$ cat src/rtl/wb_pkg.sv
// Shared writeback definitions: register index types, the writeback request struct and the
// common 5-to-32 register-enable decoder.
package wb_pkg;

    localparam int unsigned REG_IDX_W      = 5;
    localparam int unsigned NUM_ARCH_REGS  = 32;
    localparam int unsigned DEFAULT_DATA_W = 32;

    typedef logic [REG_IDX_W-1:0] reg_idx_t;

    typedef struct packed {
        reg_idx_t                  rd;
        logic [DEFAULT_DATA_W-1:0] data;
    } wb_req_t;

    function automatic logic [NUM_ARCH_REGS-1:0] decode_rd(input reg_idx_t rd);
        logic [NUM_ARCH_REGS-1:0] dec;
        dec     = '0;
        dec[rd] = 1'b1;
        return dec;
    endfunction

endpackage

$ cat src/rtl/rr_arbiter.sv
// N-way one-hot arbiter with a rotating priority pointer.
// Define WB_ARB_FIXED_PRIO_EN for fixed priority (index 0 highest, no pointer register).
module rr_arbiter #(
    parameter int unsigned N = 3
) (
    input  logic         clk,
    input  logic         rst,
    input  logic [N-1:0] req_i,
    input  logic         en_i,
    input  logic         upd_i,
    output logic [N-1:0] gnt_o
);

    localparam int unsigned PtrW = (N > 1) ? $clog2(N) : 1;

    logic [PtrW-1:0] ptr;
    logic [PtrW-1:0] gnt_idx;
    logic [PtrW:0]   idx_sum;
    logic [PtrW-1:0] idx;
    logic            found;

    // Circular scan starting at the pointer; first valid requester wins.
    always_comb begin
        gnt_o   = '0;
        gnt_idx = '0;
        found   = 1'b0;
        idx_sum = '0;
        idx     = '0;
        for (int unsigned k = 0; k < N; k++) begin
            idx_sum = {1'b0, ptr} + (PtrW+1)'(k);
            if (idx_sum >= (PtrW+1)'(N)) begin
                idx_sum = idx_sum - (PtrW+1)'(N);
            end
            idx = idx_sum[PtrW-1:0];
            if (en_i && !found && req_i[idx]) begin
                gnt_o[idx] = 1'b1;
                gnt_idx    = idx;
                found      = 1'b1;
            end
        end
    end

`ifdef WB_ARB_FIXED_PRIO_EN
    assign ptr = '0;

    logic unused_fixed;
    assign unused_fixed = ^{clk, rst, upd_i, gnt_idx};
`else
    logic [PtrW-1:0] ptr_q, ptr_d;

    always_comb begin
        ptr_d = ptr_q;
        if (upd_i) begin
            ptr_d = (gnt_idx == PtrW'(N - 1)) ? '0 : gnt_idx + 1'b1;
        end
    end

    always_ff @(posedge clk) begin
        if (rst) begin
            ptr_q <= '0;
        end else begin
            ptr_q <= ptr_d;
        end
    end

    assign ptr = ptr_q;
`endif

endmodule

$ cat src/rtl/wb_port_arbiter.sv
// Register-file write-port arbiter: one-hot grant among writeback requesters, then a one-cycle
// writeback stage. Define WB_ARB_FIXED_PRIO_EN to replace round-robin with fixed priority.
module wb_port_arbiter
    import wb_pkg::*;
#(
    parameter int unsigned NUM_REQ = 3,
    parameter int unsigned DATA_W  = DEFAULT_DATA_W
) (
    input  logic                                 clk,
    input  logic                                 rst,
    input  logic [NUM_REQ-1:0]                   req_valid,
    input  logic [NUM_REQ-1:0][REG_IDX_W-1:0]    req_rd,
    input  logic [NUM_REQ-1:0][DATA_W-1:0]       req_data,
    output logic [NUM_REQ-1:0]                   req_ready,
    input  logic                                 stall,
    output logic                                 wb_valid,
    output logic [REG_IDX_W-1:0]                 wb_rd,
    output logic [NUM_ARCH_REGS-1:0]             wb_we,
    output logic [DATA_W-1:0]                    wb_data
);

    logic [NUM_REQ-1:0] gnt;
    logic               accept;
    reg_idx_t           win_rd;
    logic [DATA_W-1:0]  win_data;

    logic               wb_valid_q;
    reg_idx_t           wb_rd_q;
    logic [DATA_W-1:0]  wb_data_q;

    rr_arbiter #(
        .N (NUM_REQ)
    ) u_arb (
        .clk   (clk),
        .rst   (rst),
        .req_i (req_valid),
        .en_i  (~stall & ~rst),
        .upd_i (accept),
        .gnt_o (gnt)
    );

    assign req_ready = gnt;
    assign accept    = |gnt;

    always_comb begin
        win_rd   = '0;
        win_data = '0;
        for (int unsigned i = 0; i < NUM_REQ; i++) begin
            if (gnt[i]) begin
                win_rd   = win_rd | req_rd[i];
                win_data = win_data | req_data[i];
            end
        end
    end

    always_ff @(posedge clk) begin
        if (rst) begin
            wb_valid_q <= 1'b0;
            wb_rd_q    <= '0;
            wb_data_q  <= '0;
        end else begin
            wb_valid_q <= accept;
            if (accept) begin
                wb_rd_q   <= win_rd;
                wb_data_q <= win_data;
            end
        end
    end

    // r0 is hardwired zero: an accepted r0 write occupies the slot but enables nothing.
    always_comb begin
        wb_we = '0;
        if (wb_valid_q) begin
            wb_we = decode_rd(wb_rd_q);
        end
        wb_we[0] = 1'b0;
    end

    assign wb_valid = wb_valid_q;
    assign wb_rd    = wb_rd_q;
    assign wb_data  = wb_data_q;

endmodule

$ cat config.mk
export PLATFORM = sky130hd
export DESIGN_NAME = wb_port_arbiter
export DESIGN_NICKNAME = d
export VERILOG_FILES = /design/src/rtl/wb_pkg.sv /design/src/rtl/rr_arbiter.sv /design/src/rtl/wb_port_arbiter.sv
export SDC_FILE = /design/constraint.sdc
export NUM_CORES = 1
export LEC_CHECK = 0
export ABC_AREA = 1
export CAP_MARGIN = 10
export CORE_MARGIN = 5
export CORE_UTILIZATION = 35
export CTS_BUF_LIST = sky130_fd_sc_hd__clkbuf_16
export DETAILED_ROUTE_END_ITERATION = 8
export PLACE_DENSITY = 0.77
export SYNTH_ARGS = -nofsm -noshare
export SYNTH_HDL_FRONTEND = slang
export SYNTH_SLANG_ARGS = --single-unit
$ cat constraint.sdc
create_clock -name clk -period 2.49 [get_ports clk]
set_clock_uncertainty 0.1 [all_clocks]
set_input_delay 0.249 -clock clk [delete_from_list [all_inputs] [get_ports clk]]
set_output_delay 0.249 -clock clk [all_outputs]
set_load 0.02 [all_outputs]
### After elaboration in Yosys (flattened, before gate mapping)

Index checks and enable logic that the tools add are counted.

* $add $sub $neg: 6
* reductions and logical operators: 12
* equality and inequality tests: 1
* muxes and demuxes: 33
* divide/modulo/power cells: 0
* bitwise operators: 9
* order comparisons: 11
* $mul: 0
* shift-type cells: 0

Operator list (number)
* 2-to-1 mux 32 bit: 4
* bitwise OR 32 bit: 2
* 2-to-1 mux 5 bit: 3
* 2-to-1 mux 2 bit: 7
* bitwise OR 5 bit: 2
* logical AND 1 bit: 9
* less-than comparator 2 x 3 -> 1 bit (second input constant): 3
* 2-to-1 mux 1 bit: 9
* 2-to-1 mux 3 bit: 3
* binary-select mux 1 bit (select 2 bit): 3
* demux 1 bit (select 2 bit): 3
* greater-or-equal comparator 2 x 1 -> 1 bit (second input constant): 3
* greater-or-equal comparator 3 x 2 -> 1 bit (second input constant): 2
* less-than comparator 5 x 6 -> 1 bit (second input constant): 1
* bitwise OR 3 bit: 2
* subtractor 2 bit (second input constant): 3
* demux 1 bit (select 5 bit): 1
* greater-or-equal comparator 5 x 1 -> 1 bit (second input constant): 1
* adder 2 x 1 -> 3 bit (second input constant): 1
* adder 2 x 2 -> 3 bit (second input constant): 1
* OR reduction 3 bit: 1
* adder 2 x 1 -> 2 bit (second input constant): 1
* == test 2 bit (second input constant): 1
* greater-or-equal comparator 2 bit (second input constant): 1
* 3 further kinds: 5

* register bits: 40
* ROM bits: 0
* bits in latches: 0
* memories: 0
* memory bits (writable): 0
* bits of input ports: 117

### Longest topological paths before layout

Gate-level depths: netlist of run 1.

* depth after elaboration: 19
* gate-level depth with buffers: 16

### Modules after synthesis

From an unflattened synthesis of run 1, not the netlist that was laid out.

* cell total of the unflattened synthesis: 512
* area total of the unflattened synthesis: 2851.5 µm²

Modules (own cells, without submodules)
* wb_port_arbiter: cells an instance 451, instances 1, area an instance 2482.4 µm²
* rr_arbiter: cells an instance 61, instances 1, area an instance 369.1 µm²

### Worst setup path before layout of run 1

OpenSTA, ideal clock, no wires.

* path kind: reg-to-reg
* start: register u_arb.ptr_q[0], in the netlist u_arb.ptr[0]
* end: register wb_data_q[0], in the netlist wb_data[0]
* path slack: 398 ps
* cell stages (with the launch flop): 17
* arrival: 1881 ps
* path buffers: 2
* library setup time: 112 ps
* period minus slack after synthesis: 2092 ps
* data required time: 2278 ps
* cells stage by stage: dfxtp_1 -> inv_1 -> ha_1 -> inv_2 -> nand2_1 -> nand3_1 -> nand2_2 -> nand3_2 -> nor2_2 -> nor2_2 -> nand2_4 -> buf_6 -> buf_4 -> nand2_1 -> nand3_1 -> nor2_1 -> nor2_1

* cells in the longest elaborated chain, start to end: 19
* elaborated cells between the ends (all ways): 52
* those cells by class: add/sub (5); order compare (9); mux (23); bitwise (4); reduce/logical (11)

RTL lines
* start, declared: line rr_arbiter.sv:49 `logic [PtrW-1:0] ptr_q, ptr_d;`
* start signal, assigned: line rr_arbiter.sv:62 `ptr_q <= ptr_d;`
* branches (longest 13 deep; another with adder 2 x 1 -> 3 bit)
* 2-to-1 mux 3 bit (*): line rr_arbiter.sv:35 `if (en_i && !found && req_i[idx]) begin`
* 2-to-1 mux 32 bit: line wb_port_arbiter.sv:49 `if (gnt[i]) begin`
* bitwise OR 32 bit: line wb_port_arbiter.sv:51 `win_data = win_data | req_data[i];`
* 2-to-1 mux 32 bit: line wb_port_arbiter.sv:49
* bitwise OR 32 bit: line wb_port_arbiter.sv:51
* 2-to-1 mux 32 bit: line wb_port_arbiter.sv:49
* end signal, assigned: line wb_port_arbiter.sv:65 `wb_data_q <= win_data;`
* end, declared: line wb_port_arbiter.sv:29 `logic [DATA_W-1:0] wb_data_q;`

Mark *: on every way between the ends. The select of a mux whose other input is x is not followed.
A chain may end at the register's enable or synchronous reset.

### Final worst setup path of run 1

* start: register u_arb.ptr_q[0], in the netlist u_arb.ptr[0]
* end: output req_ready[0]

* cells in the longest elaborated chain, start to end: 14
* elaborated cells between the ends (all ways): 46
* those cells by class: add/sub (5); order compare (9); mux (20); bitwise (2); reduce/logical (10)

RTL lines
* branches (longest 13 deep; another with adder 2 x 1 -> 3 bit)
* 2-to-1 mux 3 bit (*): line rr_arbiter.sv:35
* end, declared: line wb_port_arbiter.sv:14 `output logic [NUM_REQ-1:0] req_ready,`

Marks and branches as above.

==> results.txt, run 1 <==
----------------------------------------------------
[Final layout]
  Area of all placed cells without fillers ... ~0.0053 mm2
  Nets ... 831
  Filler cell count in the final layout ... 759
  Relative area change from synthesis to final layout ... 73.9%
  Antenna diode count ... 0
  Ratio of cells with drive above 1 in the final layout ... under 10%
  Final cell utilization of the core ... around 63%

[GRT]
  Pin count of the biggest net entering global routing ... 40
  Overflow left after global routing ... 0
  Vias in the first global route ... 3670
  Initial antenna violation count ... 0
  Overall routing resource usage ... 19.6%
  Global-route wire length before repair ... 16700 um

[Critical path]
  Worst R2R End ... wb_rd[0]
  Critical-path top delay cell ... clkdlybuf4s15_1
  Data arrival at the endpoint of the critical path ... 1.98 ns
  Worst setup EP type ... output port
  Startpoint class of the critical path ... register
  Critical path peak fanout ... 7
  Cell chain of the critical path ... inv_1, ha_4, inv_2, nand2_1, nand3_1, nand2_2, nand3_2, nor2_2, nor2_2, nand2_4, clkdlybuf4s15_1
  Launch instance of the worst register-to-register path ... u_arb.ptr[0]
  Type of the setup path with the least slack ... register to output port
  Worst Path Required ... 2.14 ns
  CP Buf/Inv Count ... 3
  Most numerous cell on the critical path ... nor2_2
  Reg2reg setup slack ... 0.21 ns
  Number of cell instances on the worst register-to-register path ... 14
  Largest delay contributor family on the critical path ... simple AND/OR/NAND/NOR gates
  Critical path's largest stage delay ... 0.34 ns

[Clocking]
  Clock tree root buffer cell ... clkbuf_16
  TritonCTS clock tree ... yes
  Number of clock sinks ... 40
  Post-cts hold buffer count ... 0
  # Post-CTS Setup Buffers ... 0
  CTS HTree Levels ... 2
  Number of buffers on the longest clock path ... 2
  Clock latency at the later pin of the worst-skew pair ... 0.27 ns
  Worst-path clk slew ... roughly 0.060 ns
  Clock buffer count from CTS ... 5

[Floorplan]
  Die X ... 103 um
  Die area ... 0.0106 mm2
  Initial core utilization ... 36.4%
  Core outline area ... ~0.0083 mm2
  Chip Height ... 103 um
  Number of ports placed on the die boundary ... 190
  Rows ... 33

[Route]
  Via/cell ratio ... 4.70
  Max layer used ... met4
  Total length of routed wires ... around 11000 um
  Drt initial violations ... 83
  TritonRoute pass-1 iters ... 4
  Via count ... 3835
  Wire length per cell ... 13.3 um
  DRT met1 WL ... 4160 um
  DRC violations left ... 0
  Routed Antenna Nets ... 0
  Routed length on met2 ... 5330 um
  Met3 Routed Length ... 1140 um

[Yosys]
  Synthesized area per cell ... 5.73 um2
  Count of yosys warnings during synthesis ... 0
  Synthesized netlist net count ... 648
  Post-synthesis instance area ... 0.00302 mm2
  Number of distinct library cells after synthesis ... 24
  Sequential-to-total area share from yosys stat ... 26.5%
  Post-Synthesis Cells ... 527
  Post-synthesis register bit count ... 40

[Power and ir drop]
  Power density relative to cell area ... 883 mW/mm2
  Static Leak ... 2.32 nW
  Worst-case vdd ir drop ... 0.445 mV

[Place]
  Routability Congestion ... 0.816
  IO Port Bufs ... between 150 and 200
  Placed standard-cell area ... 0.00503 mm2
  Placed wire-length estimate after detailed placement ... 8630 um

[STA]
  Final-layout setup total negative slack ... 0 ns
  Setup repair after global routing missed its margin ... false
  Final setup fails ... 0
  Final Hold Vio Count ... 0
  Max Clk Rate ... ~0.43 GHz
  Final worst-path cycle share ... 93.7%
  Time the worst path needs with I/O delays and setup ... 2.33 ns
  Final Slew Violations ... 0

[Outcome]
  Status ... complete, no violations

[Worst hold path]
  Hold EP ... u_arb.ptr[1]
  Cell depth of the worst min-delay path ... 2
  Worst hold start ... u_arb.ptr[1]
  HP Class ... register to register

[Flow run]
  Max Cap Viol ... 0

----------------------------------------------------
-- stage by stage --
stage / total power [W] / hold slack (ns) / setup WS [ns] / instances
4_1_cts: 0.00464 / 0.414 / 0.0107 / 816
3_3_place_gp: 0.00386 / 0.396 / 0.0597 / 808
3_5_place_dp: 0.00390 / 0.406 / 0.0454 / 808
5_1_grt: 0.00503 / 0.447 / 0.000107 / 816
6_report: 0.00464 / 0.404 / 0.158 / 816
2_1_floorplan: 0.00279 / 0.365 / 0.398 / 527
-- tightest hold or removal path, stage by stage, from the launching register on --
cell and delay [ns]:
dfxtp_2 0.35, nand3_1 0.08, nand2_1 0.04
-- placed cells by master, fill, tap and decap left out, types with 2 or more instances in the layout --
cell and n:
nand2_4 2, nand2_2 3, clkdlybuf4s50_1 185, clkbuf_16 5
nand4_1 5, nand3_1 84, nor2_4 3, buf_4 9
inv_2 4, o21ai_0 5, nand2_1 169, inv_1 48
ha_1 2, dfxtp_1 39, nor2_2 3, buf_12 7
nand3_2 12, nor3_1 2, clkinv_1 2, nor2_1 109
-- cell type report --
type | instances | area, um2 | area share, %
clock buffer | 5 | 125 | 2.38
clock inverter | 3 | 42.5 | 0.810
inverter | 53 | 199 | 3.79
multi-input combinational | 405 | 1850 | 35.3
sequential | 40 | 802 | 15.3
tap | 105 | 131 | 2.50
timing repair buffer | 205 | 2100 | 39.9
-- repair_timing --
action,CTS,global route
endpoints found under the setup margin,3,42
hold endpoints to repair,0,0
gates resized for setup,3,16
pin swaps,0,0
-- worst max-delay path by stage --
stage | cells after the start | slack, ns | endpoint | start
2_1_floorplan | 16 | 0.40 | wb_data[0] | u_arb.ptr[0]
3_3_place_gp | 10 | 0.06 | req_ready[0] | u_arb.ptr[0]
3_5_place_dp | 11 | 0.05 | req_ready[0] | u_arb.ptr[0]
4_1_cts | 11 | 0.01 | req_ready[0] | u_arb.ptr[0]
5_1_grt | 11 | 0.0001 | req_ready[0] | u_arb.ptr[0]
6_report | 11 | 0.16 | req_ready[0] | u_arb.ptr[0]
-- sequential cells by signal, summed over array words and instances (netlist names) --
name       count
wb_data       32
wb_rd          5
u_arb.ptr      2
wb_valid       1
-- routing by layer --
layer | GRT usage, % | up-vias
met5 | 0 | -
met4 | 5.48 | 0
met3 | 6.09 | 14
met2 | 35.7 | 154
met1 | 21.8 | 1679
li1 | - | 1988
-- Yosys cell counts (all sizes together) --
| cell | n | area (um2) |
|---|---|---|
| nand4 | 5 | 31.3 |
| dfxtp | 40 | 801 |
| clkbuf | 4 | 15.0 |
| buf | 25 | 191 |
| nor3 | 2 | 10.0 |
| nor2 | 115 | 449 |
| inv | 52 | 195 |
| o21ai | 6 | 33.8 |
| ha | 4 | 50.1 |
| nand2 | 174 | 676 |
| o31ai | 1 | 7.51 |
| clkinv | 1 | 3.75 |
| conb | 1 | 3.75 |
| nand3 | 97 | 553 |
-- power breakdown --
group	internal, W	switching (W)	leakage, nW
sequential	0.000895	0.000154	0.329
clock	0.000471	0.000259	0.0814
combinational	0.00130	0.00156	1.91
total	0.00266	0.00198	2.32
-- cells by family (layout without fill, tap and decap cells) --
family          count (synthesis)  in the layout  share of synthesized area (%)
flops                          40             40                           26.5
simple gates                  393            393                           56.9
compound gates                  7              7                           1.37
buf+inv                        82            266                           13.4
other cells                     1              1                          0.124
fa+ha+maj                       4              4                           1.66
Power figures use the tool's default switching activity.
==> run 2, diff against run 1 <==
--- a/config.mk
+++ b/config.mk
@@ -7,7 +7,7 @@
 export LEC_CHECK = 0
 export ABC_AREA = 1
 export CAP_MARGIN = 10
-export CORE_MARGIN = 5
+export CORE_MARGIN = 8
 export CORE_UTILIZATION = 35
 export CTS_BUF_LIST = sky130_fd_sc_hd__clkbuf_16
 export DETAILED_ROUTE_END_ITERATION = 8
==> constraint.sdc (replaced) <==
create_clock -name clk -period 2.2 [get_ports clk]
set_clock_uncertainty 0.1 [all_clocks]
set_input_delay 0.22 -clock clk [delete_from_list [all_inputs] [get_ports clk]]
set_output_delay 0.22 -clock clk [all_outputs]
set_load 0.02 [all_outputs]
==> run 2 against run 1 <==
Net effect: the run now ends with negative setup slack left; core utilization is 9.2 points higher; critical path depth is 5 higher; global-route usage is 1.8 points higher; critical path type is now register to register; critical endpoint is now wb_data[29]; largest cell class unchanged; largest power group unchanged.
==> results.txt, run 2 (same netlist as run 1, synthesis figures left out) <==
----------------------------------------------------
[Floorplan]
  Number of ports placed on the die boundary ... 190 (unchanged)
  Initial core utilization ... 35.3% (was 36.4%)
  Die area ... 0.0119 mm2 (was 0.0106 mm2)
  Core outline area ... 0.00855 mm2 (was 0.00830 mm2)
  Chip Height ... 109 um (was 103 um)
  Die X ... 109 um (was 103 um)
  Rows ... 34 (was 33)

[Power and ir drop]
  Worst-case vdd ir drop ... 0.477 mV (was 0.445 mV)
  Static Leak ... 2.79 nW (was 2.32 nW)
  Combinational share of power ... 70.6% (was 61.7%)
  Power density relative to cell area ... 1030 mW/mm2 (was 883 mW/mm2)
  Part of the total power dissipated in the clock network ... 10.4% (was 15.7%)
  Sw Ratio ... 42.7% (was 42.6%)
  Sequential share of power ... 18.9% (was 22.6%)
  Sw Pwr ... 0.00273 W (was 0.00198 W)
  Cell internal pwr ... 0.00367 W (was 0.00266 W)

[Critical path]
  Reg2reg setup slack ... -0.14 ns (was 0.21 ns)
  Critical path peak fanout ... 7 (unchanged)
  Worst R2R End ... wb_data[29] (was wb_rd[0])
  CP Buf/Inv Count ... 5 (was 3)
  Cell chain of the critical path ... inv_2, ha_4, inv_6, nand2_2, nand3_2, nand2_2, buf_4, nand3_1, nor3_1, nor2_1, nand2_2, nor2_4, buf_6, clkbuf_16, nor2_1, nor2_1 (was inv_1, ha_4, inv_2, nand2_1, nand3_1, nand2_2, nand3_2, nor2_2, nor2_2, nand2_4, clkdlybuf4s15_1)
  Data arrival at the endpoint of the critical path ... 2.41 ns (was 1.98 ns)
  Critical-path top delay cell ... dfxtp_2 (was clkdlybuf4s15_1)
  Launch instance of the worst register-to-register path ... u_arb.ptr[0] (unchanged)
  Critical path's largest stage delay ... 0.35 ns (was 0.34 ns)
  Worst setup EP type ... register (was output port)
  Number of cell instances on the worst register-to-register path ... 16 (was 14)
  Startpoint class of the critical path ... register (unchanged)
  Largest delay contributor family on the critical path ... simple AND/OR/NAND/NOR gates (unchanged)
  Worst Path Required ... 2.27 ns (was 2.14 ns)
  Type of the setup path with the least slack ... register to register (was register to output port)

[Clocking]
  Clock tree root buffer cell ... clkbuf_16 (unchanged)
  Clock latency at the later pin of the worst-skew pair ... 0.27 ns (about the same)
  Clock buffer count from CTS ... 5 (unchanged)
  Worst-path clk slew ... 0.06 ns (about the same)
  Number of clock sinks ... 40 (unchanged)
  Post-cts hold buffer count ... 0 (unchanged)
  CTS HTree Levels ... 2 (unchanged)
  TritonCTS clock tree ... yes (unchanged)
  Number of buffers on the longest clock path ... 2 (unchanged)

[Route]
  DRC violations left ... 0 (unchanged)
  Drt initial violations ... 214 (was 83)
  Total length of routed wires ... 13700 um (was 10900 um)
  Via count ... 4244 (was 3835)
  Via/cell ratio ... 4.89 (was 4.70)
  Wire length per cell ... 15.8 um (was 13.3 um)
  Routed Antenna Nets ... 0 (unchanged)
  TritonRoute pass-1 iters ... 4 (unchanged)

[Final layout]
  Relative area change from synthesis to final layout ... 105% (was 73.9%)
  Max reg flops ... 32 (unchanged)
  Antenna diode count ... 0 (unchanged)
  Filler cell count in the final layout ... 647 (was 759)
  Final cell utilization of the core ... 72.5% (was 63.3%)
  Ratio of cells with drive above 1 in the final layout ... 22.0% (was 8.02%)
  Flip-flop and latch area ... 806 um2 (was 802 um2)
  Most common cell after layout, fill and taps aside ... clkdlybuf4s50_1 (unchanged)
  Leading cell types in the layout, fill and taps excluded ... clkdlybuf4s50_1, nand2_1, nor2_1 (unchanged)
  Nets ... 881 (was 831)
  Multi-input combinational cell area ... 0.00216 mm2 (was 0.00185 mm2)

[STA]
  Final setup fails ... 40 (was 0)
  Time the worst path needs with I/O delays and setup ... 2.34 ns
  Final worst-path cycle share ... 106%
  Final hold slack ... 0.386 ns (was 0.404 ns)
  Max Clk Rate ... around 0.43 GHz
  Final Hold Vio Count ... 0 (unchanged)
  Final Slew Violations ... 0 (unchanged)
  Setup repair after global routing missed its margin ... true (was false)
  Worst Slack Setup Final ... -0.137 ns (was 0.158 ns)

[Place]
  Placed wire-length estimate after detailed placement ... 9380 um (was 8630 um)
  Routability Congestion ... 0.901 (was 0.816)
  IO Port Bufs ... 188 (unchanged)

[GRT]
  Initial antenna violation count ... 0 (unchanged)
  Overall routing resource usage ... 21.4% (was 19.6%)
  Pin count of the biggest net entering global routing ... 40 (unchanged)
  Overflow left after global routing ... 0 (unchanged)
  Vias in the first global route ... 4160 (was 3670)
  Global-route wire length before repair ... 20500 um (was 16700 um)

[Worst hold path]
  Hold EP ... u_arb.ptr[0] (was u_arb.ptr[1])
  HP Class ... register to register (unchanged)
  Cell depth of the worst min-delay path ... 2 (unchanged)
  Worst hold start ... u_arb.ptr[0] (was u_arb.ptr[1])

[Outcome]
  Status ... complete, but fails checks (was complete, no violations)
  Violated checks ... negative setup slack

[Flow run]
  Max Cap Viol ... 0 (unchanged)

----------------------------------------------------
## run 2: changes by cell type in the layout (fill, tap and decap cells not counted), moves of 12 or more
cell,change
nor2_2,+12
nor2_1,-26
nand3_1,-13
buf_4,+22
buf_6,+21
nand2_1,-12
nor2_4,+14
## run 2: layout make-up
type                            instances  share of cell area [%]
Clock buffer                            5                    2.02
Clock inverter                          2                   0.141
Inverter                               53                    3.45
Multi-Input combinational cell        405                    34.8
Sequential cell                        40                    13.0
Tap cell                              108                    2.18
Timing Repair Buffer                  255                    44.4
## run 2: power groups by stage
stage	registers [W]	clock network (W)	logic, W
2_1_floorplan	0.00152	0	0.00164
3_3_place_gp	0.00119	0	0.00328
3_5_place_dp	0.00121	0	0.00334
4_1_cts	0.00120	0.000679	0.00409
5_1_grt	0.00124	0.000712	0.00488
6_report	0.00121	0.000669	0.00452
## run 2: routing by layer
| metal | GRT usage (%) | wire, um | vias up |
|---|---|---|---|
| met5 | 0 | 0 | - |
| met4 | 5.28 | 176 | 0 |
| met3 | 5.73 | 1130 | 14 |
| met2 | 39.3 | 7040 | 158 |
| met1 | 23.7 | 5340 | 1968 |
| li1 | - | - | 2104 |
## run 2: timing repair
item / CTS / global route
pin swaps: 23 / 46
cloned: 8 / 2
setup endpoints to repair: 43 / 45
resized for setup: 81 / 71
endpoints found under the hold margin: 0 / 0
setup buffers: 26 / 5
## run 2: worst register-to-register path, stage by stage, from the launching register on
cell and delay (ns):
dfxtp_2 0.35, inv_2 0.06, ha_4 0.33, inv_6 0.06, nand2_2 0.06, nand3_2 0.08
nand2_2 0.07, buf_4 0.10, nand3_1 0.10, nor3_1 0.23, nor2_1 0.10, nand2_2 0.09
nor2_4 0.04, buf_6 0.14, clkbuf_16 0.16, nor2_1 0.13, nor2_1 0.05
## run 2: worst max-delay path by stage
stage                      start      endpoint  cells past startpoint
detailed placement  req_valid[2]    wb_data[9]                     14
finish              u_arb.ptr[0]   wb_data[29]                     16
global placement    req_valid[2]  req_ready[1]                      9
floorplan           u_arb.ptr[0]    wb_data[0]                     16
global route        u_arb.ptr[0]   wb_data[30]                     17
CTS                 u_arb.ptr[0]   wb_data[23]                     19
## run 2: through the flow
step | instance area, um2 | setup WS, ns | power (W) | setup TNS [ns] | std cells
3_3_place_gp | 5170 | -0.263 | 0.00447 | -10.06 | 825
2_1_floorplan | 3020 | 0.108 | 0.00316 | 0 | 527
5_1_grt | 6200 | -0.229 | 0.00684 | -8.31 | 868
3_5_place_dp | 5170 | -0.322 | 0.00455 | -11.38 | 825
4_1_cts | 5880 | -0.0948 | 0.00597 | -2.69 | 863
6_report | 6200 | -0.137 | 0.00640 | -3.38 | 868
==> run 3, diff against run 2 <==
--- a/config.mk
+++ b/config.mk
@@ -12,6 +12,7 @@
 export CTS_BUF_LIST = sky130_fd_sc_hd__clkbuf_16
 export DETAILED_ROUTE_END_ITERATION = 8
 export PLACE_DENSITY = 0.77
+export SLEW_MARGIN = 20
 export SYNTH_ARGS = -nofsm -noshare
 export SYNTH_HDL_FRONTEND = slang
 export SYNTH_SLANG_ARGS = --single-unit
==> constraint.sdc (replaced) <==
create_clock -name clk -period 3.05 [get_ports clk]
set_clock_uncertainty 0.1 [all_clocks]
set_input_delay 0.305 -clock clk [delete_from_list [all_inputs] [get_ports clk]]
set_output_delay 0.305 -clock clk [all_outputs]
set_load 0.02 [all_outputs]
==> run 3 against run 2 <==
Net effect: the flow now finishes without violations; core utilization is 13 points lower; final area is 18% lower; sequential share of layout area is 2.7 points higher; combinational power is 50% lower; clock power is 28% lower; die area stayed put; register-to-register slack better by 0.55 ns; cell count is 6.3% lower; largest power group unchanged.
==> results.txt, run 3 (same netlist as run 1, synthesis figures left out) <==
----------------------------------------------------
[Flow run]
  Max Cap Viol ... 0 (unchanged)

[STA]
  Setup repair after global routing missed its margin ... false (was true)
  Worst Slack Setup Final ... 0.402 ns (was -0.137 ns)
  Final hold slack ... 0.423 ns (was 0.386 ns)
  Final worst-path cycle share ... 86.8%
  Time the worst path needs with I/O delays and setup ... 2.65 ns
  Final Slew Violations ... 0 (unchanged)
  Final setup fails ... 0 (was 40)
  Final-layout setup total negative slack ... 0 ns (was -3.38 ns)
  Max Clk Rate ... approximately 0.38 GHz
  Final Hold Vio Count ... 0 (unchanged)

[Place]
  Routability Congestion ... 0.914 (was 0.901)
  IO Port Bufs ... 188 (unchanged)
  Worst setup slack before clock tree synthesis ... 0.304 ns (was -0.322 ns)
  Placed wire-length estimate after detailed placement ... 9350 um (was 9380 um)

[Clocking]
  Clock buffer count from CTS ... 5 (unchanged)
  Worst-path clk slew ... 0.06 ns (about the same)
  Number of buffers on the longest clock path ... 2 (unchanged)
  Clock tree root buffer cell ... clkbuf_16 (unchanged)
  # Post-CTS Setup Buffers ... 0 (was 26)
  Number of clock sinks ... 40 (unchanged)
  Clock latency at the later pin of the worst-skew pair ... 0.27 ns (about the same)
  CTS HTree Levels ... 2 (unchanged)
  TritonCTS clock tree ... yes (unchanged)

[Power and ir drop]
  Tot Pwr ... 0.00360 W (was 0.00640 W)
  Worst-case vdd ir drop ... 0.307 mV (was 0.477 mV)
  Power density relative to cell area ... 705 mW/mm2 (was 1030 mW/mm2)
  Static Leak ... 2.31 nW (was 2.79 nW)

[GRT]
  Initial antenna violation count ... 0 (unchanged)
  Overflow left after global routing ... 0 (unchanged)
  Pin count of the biggest net entering global routing ... 40 (unchanged)
  Overall routing resource usage ... 19.1% (was 21.4%)
  Vias in the first global route ... 3746 (was 4160)
  Global-route wire length before repair ... 18400 um (was 20500 um)

[Floorplan]
  Die area ... 0.0119 mm2 (unchanged)
  Number of ports placed on the die boundary ... 190 (unchanged)
  Initial core utilization ... 35.3% (unchanged)
  Chip Height ... 109 um (unchanged)
  Core outline area ... 0.00855 mm2 (unchanged)
  Rows ... 34 (unchanged)
  Die X ... 109 um (unchanged)

[Critical path]
  Startpoint class of the critical path ... register (unchanged)
  Worst setup EP type ... output port (was register)
  Critical path peak fanout ... 7 (unchanged)
  Data arrival at the endpoint of the critical path ... 2.24 ns (was 2.41 ns)
  Worst Path Required ... 2.64 ns (was 2.27 ns)
  Type of the setup path with the least slack ... register to output port (was register to register)

[Final layout]
  Filler cell count in the final layout ... 801 (was 647)
  Most common cell after layout, fill and taps aside ... clkdlybuf4s50_1 (unchanged)
  Leading cell types in the layout, fill and taps excluded ... clkdlybuf4s50_1, nand2_1, nor2_1 (unchanged)
  Nets ... 826 (was 881)
  Final cell utilization of the core ... 59.7% (was 72.5%)
  Relative area change from synthesis to final layout ... 69.0% (was 105%)
  Max reg flops ... 32 (unchanged)
  Ratio of cells with drive above 1 in the final layout ... 6.67% (was 22.0%)
  Antenna diode count ... 0 (unchanged)

[Route]
  Via/cell ratio ... 4.76 (was 4.89)
  TritonRoute pass-1 iters ... 4 (unchanged)
  Drt initial violations ... 214 (unchanged)
  Routed Antenna Nets ... 0 (unchanged)
  DRC violations left ... 0 (unchanged)
  Total length of routed wires ... 11700 um (was 13700 um)
  Via count ... 3868 (was 4244)
  Wire length per cell ... 14.4 um (was 15.8 um)

[Worst hold path]
  HP Class ... register to register (unchanged)

[Outcome]
  Status ... complete, no violations (was complete, but fails checks)

----------------------------------------------------
run 3: changes by cell type in the layout (fill, tap and decap cells not counted), moves of 7 or more:
cell | before | now
nand3_1 | 71 | 84
nor2_4 | 17 | 3
buf_12 | 9 | 2
nand2_1 | 157 | 169
nand2_2 | 11 | 3
buf_6 | 21 | 0
nand3_2 | 22 | 12
buf_4 | 31 | 10
nor2_1 | 83 | 109
nor2_2 | 15 | 3
run 3: final timing paths:
check                    start      endpoint  slack [ns]  cells past startpoint
setup / recovery  u_arb.ptr[0]  req_ready[1]        0.40                     10
hold / removal    u_arb.ptr[1]  u_arb.ptr[1]        0.42                      2
setup reg to reg  u_arb.ptr[0]  u_arb.ptr[0]        0.41                     13
hold reg to reg   u_arb.ptr[1]  u_arb.ptr[1]        0.42                      2
run 3: where the power goes:
part | internal, W | switching, W | total [W]
clock | 0.000294 | 0.000192 | 0.000485
sequential | 0.000730 | 0.000130 | 0.000860
combinational | 0.000971 | 0.00128 | 0.00225
total | 0.00199 | 0.00160 | 0.00360
run 3: area by class of cell:
cell class              instances  area [um2]  share of cell area [%]
clock buffers                   5         125                    2.45
multi-input cells             405        1830                    35.9
clock inverters                 2        8.76                   0.172
repair buffers                200        2000                    39.3
well taps                     108         135                    2.65
inverters                      53         199                    3.90
flip-flops and latches         40         801                    15.7
run 3: metrics by stage:
| step | cell area, um2 | instances |
|---|---|---|
| 2_1_floorplan | 3020 | 527 |
| 3_3_place_gp | 4960 | 806 |
| 3_5_place_dp | 4960 | 806 |
| 4_1_cts | 5100 | 813 |
| 5_1_grt | 5100 | 813 |
| 6_report | 5100 | 813 |
run 3: worst max-delay path, cell delays in order (launching register included):
cell            delay, ns
dfxtp_1              0.38
inv_1                0.08
ha_1                 0.40
nand2_1              0.13
inv_1                0.04
nor2_1               0.14
nand4_1              0.10
nand2_1              0.11
clkinv_1             0.10
nand2_1              0.20
dlymetal6s2s_1       0.28
run 3: what timing repair did:
item                                    CTS  global route
hold buffers                              0             0
endpoints found under the setup margin    0             3
resized for setup                         0             3
run 3: layer usage:
| layer | vias up | part of all wire (%) | track usage (%) |
|---|---|---|---|
| met5 | - | 0 | 0 |
| met4 | 0 | 0.79 | 3.81 |
| met3 | 6 | 9.1 | 5.20 |
| met2 | 142 | 50 | 34.9 |
| met1 | 1744 | 40 | 21.6 |
| li1 | 1976 | - | - |
